<file path="src/rtl/gsensor_scheduler.sv">
// ADXL345 transaction sequencer: writes the configuration table after reset, then reads
// the six axis bytes on data-ready (or poll expiry) and publishes zero-compensated X/Y/Z.
module gsensor_scheduler #(
    parameter int         POLL_CYCLES    = 500000,
    parameter int         TIMEOUT_CYCLES = 4096,
    parameter logic [7:0] BW_RATE_VAL    = 8'h09,
    parameter logic [7:0] FORMAT_VAL     = 8'h40
) (
    input  logic        iCLK,
    input  logic        iRST,
    input  logic        iG_INT2,
    input  logic        iZERO,
    output logic        oTX_REQ,
    output logic        oTX_RW,
    output logic [5:0]  oTX_ADDR,
    output logic [7:0]  oTX_WDATA,
    input  logic        iTX_ACK,
    input  logic        iTX_DONE,
    input  logic [7:0]  iTX_RDATA,
    output logic [15:0] oX,
    output logic [15:0] oY,
    output logic [15:0] oZ,
    output logic        oVALID,
    output logic        oINIT_DONE,
    output logic        oERR
);
    localparam int            PW        = $clog2(POLL_CYCLES + 1);
    localparam int            TW        = $clog2(TIMEOUT_CYCLES + 1);
    localparam logic [PW-1:0] POLL_LAST = PW'(POLL_CYCLES - 1);
    localparam logic [TW-1:0] TMO_LAST  = TW'(TIMEOUT_CYCLES - 1);

    typedef enum logic [2:0] {
        S_INIT_REQ,
        S_INIT_WAIT,
        S_IDLE,
        S_RD_REQ,
        S_RD_WAIT,
        S_COMMIT
    } state_t;

    state_t             r_state, w_state_nxt;
    logic [2:0]         r_idx, w_idx_nxt;
    logic               r_int2_meta, r_int2_sync;
    logic [PW-1:0]      r_poll;
    logic [TW-1:0]      r_wd;
    logic [5:0][7:0]    r_raw;
    logic signed [15:0] r_craw_x, r_craw_y, r_craw_z;
    logic signed [15:0] r_zero_x, r_zero_y, r_zero_z;
    logic signed [15:0] r_out_x, r_out_y, r_out_z;
    logic               r_tx_req, r_tx_rw;
    logic [5:0]         r_tx_addr;
    logic [7:0]         r_tx_wdata;
    logic               r_valid, r_init_done, r_err;
    logic               w_ack_ok, w_poll_hit, w_wd_hit, w_err, w_init_fin;
    logic signed [15:0] w_new_x, w_new_y, w_new_z;

    function automatic logic [5:0] init_addr(input logic [2:0] idx);
        case (idx)
            3'd0:    init_addr = 6'h31;
            3'd1:    init_addr = 6'h2C;
            3'd2:    init_addr = 6'h2F;
            3'd3:    init_addr = 6'h2E;
            default: init_addr = 6'h2D;
        endcase
    endfunction

    function automatic logic [7:0] init_data(input logic [2:0] idx);
        case (idx)
            3'd0:    init_data = FORMAT_VAL;
            3'd1:    init_data = BW_RATE_VAL;
            3'd2:    init_data = 8'h80;
            3'd3:    init_data = 8'h80;
            default: init_data = 8'h08;
        endcase
    endfunction

    // Two's complement difference, deliberately wrapping modulo 2^16 (no saturation).
    function automatic logic signed [15:0] sub_wrap(input logic signed [15:0] a,
                                                    input logic signed [15:0] b);
        sub_wrap = a - b;
    endfunction

    assign w_ack_ok   = iTX_ACK & r_tx_req;
    assign w_poll_hit = (r_poll == POLL_LAST);
    assign w_wd_hit   = (r_wd == TMO_LAST);
    assign w_new_x    = {r_raw[1], r_raw[0]};
    assign w_new_y    = {r_raw[3], r_raw[2]};
    assign w_new_z    = {r_raw[5], r_raw[4]};

    always_comb begin
        w_state_nxt = r_state;
        w_idx_nxt   = r_idx;
        w_err       = 1'b0;
        w_init_fin  = 1'b0;
        case (r_state)
            S_INIT_REQ: if (w_ack_ok) w_state_nxt = S_INIT_WAIT;
            S_INIT_WAIT: begin
                if (iTX_DONE) begin
                    if (r_idx == 3'd4) begin
                        w_state_nxt = S_IDLE;
                        w_idx_nxt   = 3'd0;
                        w_init_fin  = 1'b1;
                    end else begin
                        w_state_nxt = S_INIT_REQ;
                        w_idx_nxt   = r_idx + 3'd1;
                    end
                end else if (w_wd_hit) begin
                    w_state_nxt = S_INIT_REQ;
                    w_idx_nxt   = 3'd0;
                    w_err       = 1'b1;
                end
            end
            S_IDLE: begin
                if (r_int2_sync || w_poll_hit) begin
                    w_state_nxt = S_RD_REQ;
                    w_idx_nxt   = 3'd0;
                end
            end
            S_RD_REQ: if (w_ack_ok) w_state_nxt = S_RD_WAIT;
            S_RD_WAIT: begin
                if (iTX_DONE) begin
                    if (r_idx == 3'd5) begin
                        w_state_nxt = S_COMMIT;
                        w_idx_nxt   = 3'd0;
                    end else begin
                        w_state_nxt = S_RD_REQ;
                        w_idx_nxt   = r_idx + 3'd1;
                    end
                end else if (w_wd_hit) begin
                    w_state_nxt = S_INIT_REQ;
                    w_idx_nxt   = 3'd0;
                    w_err       = 1'b1;
                end
            end
            S_COMMIT: w_state_nxt = S_IDLE;
            default: begin
                w_state_nxt = S_INIT_REQ;
                w_idx_nxt   = 3'd0;
            end
        endcase
    end

    always_ff @(posedge iCLK) begin
        if (iRST) begin
            r_state <= S_INIT_REQ;
            r_idx   <= 3'd0;
        end else begin
            r_state <= w_state_nxt;
            r_idx   <= w_idx_nxt;
        end
    end

    // Poll timer runs only while idling; watchdog only while a transaction is in flight.
    always_ff @(posedge iCLK) begin
        if (iRST) begin
            r_int2_meta <= 1'b0;
            r_int2_sync <= 1'b0;
            r_poll      <= '0;
            r_wd        <= '0;
        end else begin
            r_int2_meta <= iG_INT2;
            r_int2_sync <= r_int2_meta;
            r_poll      <= (r_state == S_IDLE && w_state_nxt == S_IDLE) ? r_poll + 1'b1 : '0;
            r_wd        <= ((r_state == S_INIT_WAIT || r_state == S_RD_WAIT) &&
                            w_state_nxt == r_state) ? r_wd + 1'b1 : '0;
        end
    end

    // Request fields are registered from the next state so they are stable for the whole request.
    always_ff @(posedge iCLK) begin
        if (iRST) begin
            r_tx_req    <= 1'b0;
            r_tx_rw     <= 1'b0;
            r_tx_addr   <= '0;
            r_tx_wdata  <= '0;
            r_valid     <= 1'b0;
            r_err       <= 1'b0;
            r_init_done <= 1'b0;
        end else begin
            r_tx_req <= (w_state_nxt == S_INIT_REQ) || (w_state_nxt == S_RD_REQ);
            r_tx_rw  <= (w_state_nxt == S_RD_REQ);
            case (w_state_nxt)
                S_INIT_REQ: begin
                    r_tx_addr  <= init_addr(w_idx_nxt);
                    r_tx_wdata <= init_data(w_idx_nxt);
                end
                S_RD_REQ: begin
                    r_tx_addr  <= 6'h32 + {3'b000, w_idx_nxt};
                    r_tx_wdata <= 8'h00;
                end
                default: begin
                    r_tx_addr  <= '0;
                    r_tx_wdata <= '0;
                end
            endcase
            r_valid <= (r_state == S_COMMIT);
            r_err   <= w_err;
            if (w_err)
                r_init_done <= 1'b0;
            else if (w_init_fin)
                r_init_done <= 1'b1;
        end
    end

    always_ff @(posedge iCLK) begin
        if (iRST) begin
            r_raw    <= '0;
            r_craw_x <= '0;
            r_craw_y <= '0;
            r_craw_z <= '0;
            r_zero_x <= '0;
            r_zero_y <= '0;
            r_zero_z <= '0;
            r_out_x  <= '0;
            r_out_y  <= '0;
            r_out_z  <= '0;
        end else begin
            if (r_state == S_RD_WAIT && iTX_DONE)
                r_raw[r_idx] <= iTX_RDATA;
            if (r_state == S_COMMIT) begin
                r_craw_x <= w_new_x;
                r_craw_y <= w_new_y;
                r_craw_z <= w_new_z;
                if (iZERO) begin
                    r_zero_x <= w_new_x;
                    r_zero_y <= w_new_y;
                    r_zero_z <= w_new_z;
                    r_out_x  <= '0;
                    r_out_y  <= '0;
                    r_out_z  <= '0;
                end else begin
                    r_out_x <= sub_wrap(w_new_x, r_zero_x);
                    r_out_y <= sub_wrap(w_new_y, r_zero_y);
                    r_out_z <= sub_wrap(w_new_z, r_zero_z);
                end
            end else if (iZERO) begin
                // Zero becomes the committed sample, so the recomputed outputs are all zero.
                r_zero_x <= r_craw_x;
                r_zero_y <= r_craw_y;
                r_zero_z <= r_craw_z;
                r_out_x  <= '0;
                r_out_y  <= '0;
                r_out_z  <= '0;
            end
        end
    end

    assign oTX_REQ    = r_tx_req;
    assign oTX_RW     = r_tx_rw;
    assign oTX_ADDR   = r_tx_addr;
    assign oTX_WDATA  = r_tx_wdata;
    assign oX         = r_out_x;
    assign oY         = r_out_y;
    assign oZ         = r_out_z;
    assign oVALID     = r_valid;
    assign oINIT_DONE = r_init_done;
    assign oERR       = r_err;
endmodule
</file>
<file path="config.mk">
export PLATFORM = sky130hd
export DESIGN_NAME = gsensor_scheduler
export DESIGN_NICKNAME = d
export VERILOG_FILES = /design/src/rtl/gsensor_scheduler.sv
export SDC_FILE = /design/constraint.sdc
export NUM_CORES = 1
export LEC_CHECK = 0
export ABC_AREA = 1
export BUFFER_PORTS_ARGS = -buffer_cell sky130_fd_sc_hd__buf_2
export CAP_MARGIN = 20
export CORE_ASPECT_RATIO = 0.7
export CORE_MARGIN = 10
export CORE_UTILIZATION = 35
export DETAILED_ROUTE_END_ITERATION = 16
export PLACE_DENSITY = 0.52
export SLEW_MARGIN = 15
export SYNTH_ARGS = -nofsm -noshare
export SYNTH_HDL_FRONTEND = slang
export SYNTH_SLANG_ARGS = --single-unit
</file>
<file path="constraint.sdc">
create_clock -name iCLK -period 6.31 [get_ports iCLK]
set_clock_uncertainty 0.1 [all_clocks]
set_input_delay 0.3155 -clock iCLK [delete_from_list [all_inputs] [get_ports iCLK]]
set_output_delay 0.3155 -clock iCLK [all_outputs]
set_load 0.01 [all_outputs]
</file>
==> results of run 1 <==
## worst max-delay path, stage by stage, from the launching register on
cell	delay [ns]
dfxtp_1	0.40
nand2_1	0.14
nor2_4	0.09
buf_4	0.58
inv_4	0.28
nor2_4	0.48
buf_4	0.41
o21ai_0	0.14
a21o_1	0.18
a21oi_1	0.11
## path summary, 6_finish.rpt
| check | slack, ns | endpoint | start |
|---|---|---|---|
| min | 0.04 | r_raw[40] | iTX_RDATA[0] |
| max | 3.24 | oZ[11] | r_state[0] |
| max reg2reg | 3.24 | oZ[11] | r_state[0] |
| min reg2reg | 0.31 | r_int2_sync | r_int2_meta |
## cells in the mapped netlist (16+ instances only)
library cell	number	area share, %
dfxtp_1	247	42
o211ai_1	49	3.1
nor2_1	224	7.2
buf_1	16	0.51
mux2i_1	45	3.8
ha_1	51	5.5
o21ai_0	81	3.5
a21oi_1	99	4.2
clkbuf_1	21	0.67
or2_2	21	1.1
nand3_1	84	3.6
inv_1	168	5.4
nand2_1	263	8.4
## report_power, final
part           leakage (nW)  internal (mW)  switching, mW
clock network         0.421          0.933          0.663
logic                  3.75         0.0713          0.165
registers              2.00           1.58         0.0111
## layout make-up
type                            count  share of cell area [%]
Tap cell                          427                   4.010
Multi-Input combinational cell   1050                   43.81
Timing Repair Buffer               83                   3.287
Inverter                          180                   5.099
Clock buffer                       35                   5.437
Sequential cell                   247                   37.11
Clock inverter                     13                   1.230
Antenna cell                        1                 0.01878
## flip-flops by register name, summed over array words and instances (netlist names)
signal,flops
r_raw,48
r_poll,19
oX,16
oY,16
oZ,16
r_craw_x,16
r_craw_y,16
r_craw_z,16
r_zero_x,16
r_zero_y,16
r_zero_z,16
r_wd,13
oTX_ADDR,6
oTX_WDATA,4
r_idx,3
r_state,3
oERR,1
oINIT_DONE,1
oTX_REQ,1
oTX_RW,1
oVALID,1
r_int2_meta,1
r_int2_sync,1
## logic make-up (layout without fill, tap and decap cells)
family | count (synthesis) | in the layout
other cells | 1 | 5
buf+inv | 237 | 311
fa+ha+maj | 54 | 54
mux | 45 | 45
simple gates | 668 | 668
xor+xnor | 20 | 20
compound gates | 259 | 259
flops | 247 | 247
## cell usage in the layout (no fill, tap or decap), types with 5 or more instances in the layout
| cell | Yosys | layout |
|---|---|---|
| a21o_1 | 14 | 14 |
| a21oi_1 | 99 | 99 |
| buf_2 | 13 | 75 |
| buf_4 | 7 | 7 |
| clkbuf_1 | 21 | 5 |
| clkbuf_16 | 0 | 26 |
| clkinv_2 | 1 | 5 |
| clkinvlp_4 | 0 | 5 |
| dfxtp_1 | 247 | 247 |
| ha_1 | 51 | 51 |
| inv_1 | 168 | 166 |
| inv_2 | 10 | 12 |
| mux2i_1 | 45 | 45 |
| nand2_1 | 263 | 263 |
| nand3_1 | 84 | 84 |
| nand3b_1 | 13 | 13 |
| nand4_1 | 14 | 14 |
| nor2_1 | 224 | 224 |
| nor2_2 | 7 | 6 |
| nor2_4 | 4 | 5 |
| nor3_1 | 13 | 13 |
| nor3_4 | 6 | 6 |
| nor3b_1 | 5 | 5 |
| o211ai_1 | 49 | 49 |
| o21ai_0 | 81 | 81 |
| or2_2 | 21 | 21 |
| xnor2_1 | 9 | 9 |
| xor2_1 | 11 | 11 |
## metal layers
metal / wire length, um / share of wire [%] / GRT usage [%]
met2: 11950 / 40 / 20.70
met5: 0 / 0 / 0
met3: 1203 / 4.0 / 2.557
met1: 16090 / 54 / 21.08
met4: 504 / 1.7 / 3.063
## repair_timing
item | CTS | global route
resized for setup | 0 | 0
endpoints found under the hold margin | 1 | 0
hold buffers | 1 | 0
==> results.json, run 1 <==
{
  "layout-drive-gt1-share_pct": 11.82,
  "die-area_sq_um": 41260,
  "start_util_pct": 35.87,
  "synth_area_sq_um": 11700,
  "cts_tree": "built",
  "die_w_um": 238.5,
  "fin_tns_setup_ns": 0,
  "ys.flop_type": "dfxtp_1",
  "synth_fa_ha_area_share_pct": 5.967,
  "postCtsSetupBuffers": 0,
  "first_pass_iters": 7,
  "nets": 1656,
  "ios": 81,
  "grt_pass1_vias": 9147,
  "die_h_um": 173.0,
  "critPathCaptureType": "flop",
  "synth_compound_area_share_pct": 12.87,
  "r2r_cells": 9,
  "drv_slew": 0,
  "min_path_type": "in2reg",
  "setup_viol": 0,
  "io_buffers": 76,
  "path_class": "reg2reg",
  "synth_seq_area_share_pct": 42.26,
  "final_cells": 2036,
  "antenna_found_initial": 0,
  "grt-ovfl-total": 0,
  "utilization_pct": 40.85,
  "p_leak_nw": 6.173,
  "cts.htree.levels": 1,
  "dp_hpwl_um": 20410,
  "drc": 0,
  "yosys_warnings": 0,
  "clkSinkCount": 247,
  "synth_top_family_by_area": "simple AND/OR/NAND/NOR gates",
  "path_clk_slew_ns": 0.07,
  "critPathArrivalTime_ns": 3.43,
  "async_flop_share_pct": 0,
  "max-vdd-ir-drop_mv": 0.1804,
  "area_delta_synth_final_pct": 13.87,
  "multiInputGateArea_sq_um": 5837,
  "postRouteAntennaNets": 0,
  "fillerInstances": 3409,
  "worst_pin_slew_ns": 0.9777,
  "grt_pass1_wl_um": 48820,
  "regArea_sq_um": 4945,
  "vias": 9741,
  "yosysUniqueCellTypes": 45,
  "viasPerCell": 4.784,
  "finalWorstSetupSlack_ns": 3.244,
  "std_cell_rows": 55,
  "maxCapViolCount": 0,
  "hold_depth": 3,
  "fin_area_sq_um": 13320,
  "synth-seq-cells": 247,
  "yosys.area_share.simple_pct": 25.52,
  "slew_headroom_pct": 34.72,
  "placed_cells": 1986,
  "totalWireLength_um": 29750,
  "core_area_sq_um": 32620,
  "cts_buffers": 26,
  "timing.hold.ws_ns": 0.04329,
  "worst_setup_path_start_kind": "flop",
  "pre_cts_slack_ns": 3.244,
  "synth_cells": 1531,
  "grt_max_degree": 69,
  "post-route-min-period_ns": 3.066,
  "power.total_mw": 3.424,
  "grt_usage_pct": 14.20,
  "cts_root_buf": "clkbuf_16",
  "synthMuxAreaShare_pct": 3.849,
  "drt_iter0_markers": 609,
  "gp_congestion": 0.8383,
  "clk_latency_ns": 0.55,
  "clk_path_buf_depth": 3,
  "rsz0062_at_grt": "false",
  "crit_path_max_fanout": 39,
  "clock.fmax_mhz": 326.2,
  "min_period_over_period_pct": 48.59,
  "synth-edff-count": 0,
  "synth_xor_area_share_pct": 1.497,
  "cellPowerDensity_nw_per_um2": 257.0,
  "hold_viol": 0,
  "placed_area_sq_um": 12420,
  "synth_area_per_cell_sq_um": 7.643,
  "crit_required_ns": 6.67,
  "routedWlPerCell_um": 14.61,
  "outcome": "complete, no violations"
}
Note: power is estimated with default switching activity, not from simulation.
==> run 2: changes to the inputs <==
- ABC_AREA: 1 -> 0
- PLACE_DENSITY: 0.52 -> 0.54
- clock period: 6.31 -> 2.7 ns (I/O delays scaled with it)
==> run 2 against run 1 <==
- power is 140% higher
- global-route usage down 0.072 points
- sequential power is 130% higher
- via count shrank 8.8%
- critical endpoint is now oZ[13]
- largest cell class unchanged
==> results.json, run 2 <==
{
  "die_w_um": 233.6,
  "fillerInstances": 3139,
  "min_path_type": "in2reg",
  "synth_fa_ha_area_share_pct": 6.244,
  "reg_top3": "r_raw x48, r_poll x19",
  "async_flop_share_pct": 0,
  "p_leak_nw": 5.623,
  "top_register": "r_raw",
  "synth_compound_area_share_pct": 14.05,
  "routedWlPerCell_um": 15.65,
  "clock.fmax_mhz": 392.3,
  "synthTopCellsByArea": "dfxtp_1 (44%), nor2_1 (7.8%), mux2i_1 (7.6%), ha_1 (5.7%), a211oi_1 (4.1%)",
  "drt_iter0_markers": 684,
  "synth_commonest_cells": "dfxtp_1 (247), nor2_1 (231), mux2i_1 (85)",
  "rr_endpoint": "oZ[13]",
  "min_period_over_period_pct": 94.41,
  "gp_congestion": 0.8398,
  "setup_viol": 0,
  "r2r_slack_ns": 0.15,
  "grt_usage_pct": 14.13,
  "area_delta_synth_final_pct": 18.05,
  "final_cell_mix": "dfxtp_1 (247), nor2_1 (231), mux2i_1 (85)",
  "hold_viol": 0,
  "clkSinkCount": 247,
  "cts_buffers": 28,
  "crit_required_ns": 3.03,
  "std_cell_rows": 54,
  "yosys_warnings": 0,
  "drc": 0,
  "crit_path_cell_trace": "inv_1 -> ha_1 -> and3_1 -> a21oi_2 -> a31oi_2 -> o311ai_4 -> a31oi_1 -> or3_1 -> a32o_1",
  "viasPerCell": 4.930,
  "yosysUniqueCellTypes": 65,
  "clk_latency_ns": 0.54,
  "ios": 81,
  "die-area_sq_um": 39610,
  "layout-drive-gt1-share_pct": 13.23,
  "die_h_um": 169.5,
  "synth_area_sq_um": 11180,
  "power.total_mw": 8.241,
  "synth_area_per_cell_sq_um": 8.729,
  "maxCapViolCount": 0,
  "final_common_cell": "dfxtp_1",
  "n_antenna_cell": 0,
  "post-route-min-period_ns": 2.549,
  "multiInputGateArea_sq_um": 5762,
  "r2r_cells": 9,
  "cts_tree": "built",
  "worst_setup_path_start_kind": "flop",
  "largest_reg_flops": 48,
  "io_buffers": 76,
  "synth_top_cell_by_area": "dfxtp_1",
  "core_area_sq_um": 31350,
  "hold_depth": 3,
  "min_to": "oINIT_DONE",
  "synth-seq-cells": 247,
  "drv_slew": 0,
  "slew_headroom_pct": 33.94,
  "start_util_pct": 35.67,
  "nets": 1431,
  "antenna_found_initial": 0,
  "utilization_pct": 42.11,
  "totalWireLength_um": 28230,
  "critPathArrivalTime_ns": 2.88,
  "first_pass_iters": 5,
  "clk_path_buf_depth": 3,
  "critPathCaptureType": "flop",
  "grt-ovfl-total": 0,
  "grt_max_degree": 142,
  "path_clk_slew_ns": 0.06,
  "regArea_sq_um": 4945,
  "cts.htree.levels": 1,
  "hp-start": "iTX_DONE",
  "path_class": "reg2reg",
  "synth_seq_area_share_pct": 44.22,
  "synth_xor_area_share_pct": 4.073,
  "crit_path_max_fanout": 5,
  "cellPowerDensity_nw_per_um2": 624.3,
  "postRouteAntennaNets": 0,
  "worst_pin_slew_ns": 0.9908,
  "yosys.area_share.simple_pct": 18.81,
  "synth.most_common_cell": "dfxtp_1",
  "synth_cells": 1281,
  "outcome": "complete, no violations",
  "synthMuxAreaShare_pct": 7.609,
  "max-vdd-ir-drop_mv": 0.3801,
  "ys.flop_type": "dfxtp_1",
  "worstReg2RegStart": "r_zero_z[3]",
  "synth_top_family_by_area": "simple AND/OR/NAND/NOR gates",
  "synth-edff-count": 0,
  "grt_pass1_vias": 8388,
  "dp_hpwl_um": 19470,
  "cpMaxStageDelayCell": "o311ai_4",
  "cp_slowest_stage_delay_ns": 0.36,
  "cts_root_buf": "clkbuf_16",
  "vias": 8888,
  "synth_top_area_share_pct": 44.22,
  "grt_pass1_wl_um": 45960
}
run 2: changes by cell type after synthesis, sizes merged, moves of 20 or more:
cell    delta
a21oi     -32
nand2    -184
xnor2     +20
inv      -109
clkbuf    +23
o211ai    -44
o21ai     -44
nand3     -36
a211oi    +57
mux2i     +40
run 2: power breakdown:
group          switching [mW]  internal [mW]
combinational           0.344          0.216
clock                    1.55           2.42
sequential             0.0235           3.69
run 2: cell families after synthesis:
family	after synthesis
xor+xnor	52
buf+inv	136
other cells	1
fa+ha+maj	54
mux	85
compound gates	237
simple gates	469
flops	247
run 2: layout make-up:
class,count,share of cell area [%]
multi-input cells,901,43.65
clock buffers,35,5.896
clock inverters,15,1.393
inverters,70,1.991
repair buffers,115,5.630
well taps,420,3.981
flip-flops and latches,247,37.46
run 2: timing repair:
item                       4_1_cts  5_1_grt
setup buffers                    0        1
setup endpoints to repair        0        7
hold endpoints to repair        65        0
hold buffers                    12        0
resized for setup                0       13
run 2: worst max-delay path, delay by kind of cell, from the launching register on:
kind	cells	cell delay, ns
adders and majority gates	1	0.35
AOI/OAI and AO/OA	5	1.07
DFF	1	0.32
buffers and inverters	1	0.04
and+or+nand+nor	2	0.55
run 2: worst max-delay path by stage:
stage                  end  cells past startpoint         from
floorplan           oY[12]                     11    r_raw[16]
global placement    oY[12]                     11    r_raw[16]
detailed placement  oY[12]                     11    r_raw[16]
CTS                 oY[12]                     11    r_raw[16]
global route        oY[12]                     11    r_raw[16]
finish              oZ[13]                      9  r_zero_z[3]
run 2: metal layers:
layer	vias to the layer above	GRT usage [%]	wire [um]
li1	4585	-	-
met1	4130	20.93	15110
met2	137	20.47	11370
met3	36	2.906	1266
met4	0	3.105	478
met5	-	0	0
run 2: metrics by stage:
stage          setup WS, ns  area [sq um]  instances  hold slack (ns)  setup TNS [ns]
6_report             0.1510         13200       1803          0.03299               0
4_1_cts             0.05241         13130       1802          0.01195               0
3_5_place_dp        0.06871         12050       1740           0.2692               0
2_1_floorplan        0.2100         11190       1284           0.1632               0
3_3_place_gp        0.08198         12050       1740           0.2657               0
5_1_grt           -0.006585         13200       1803          0.04577       -0.006585
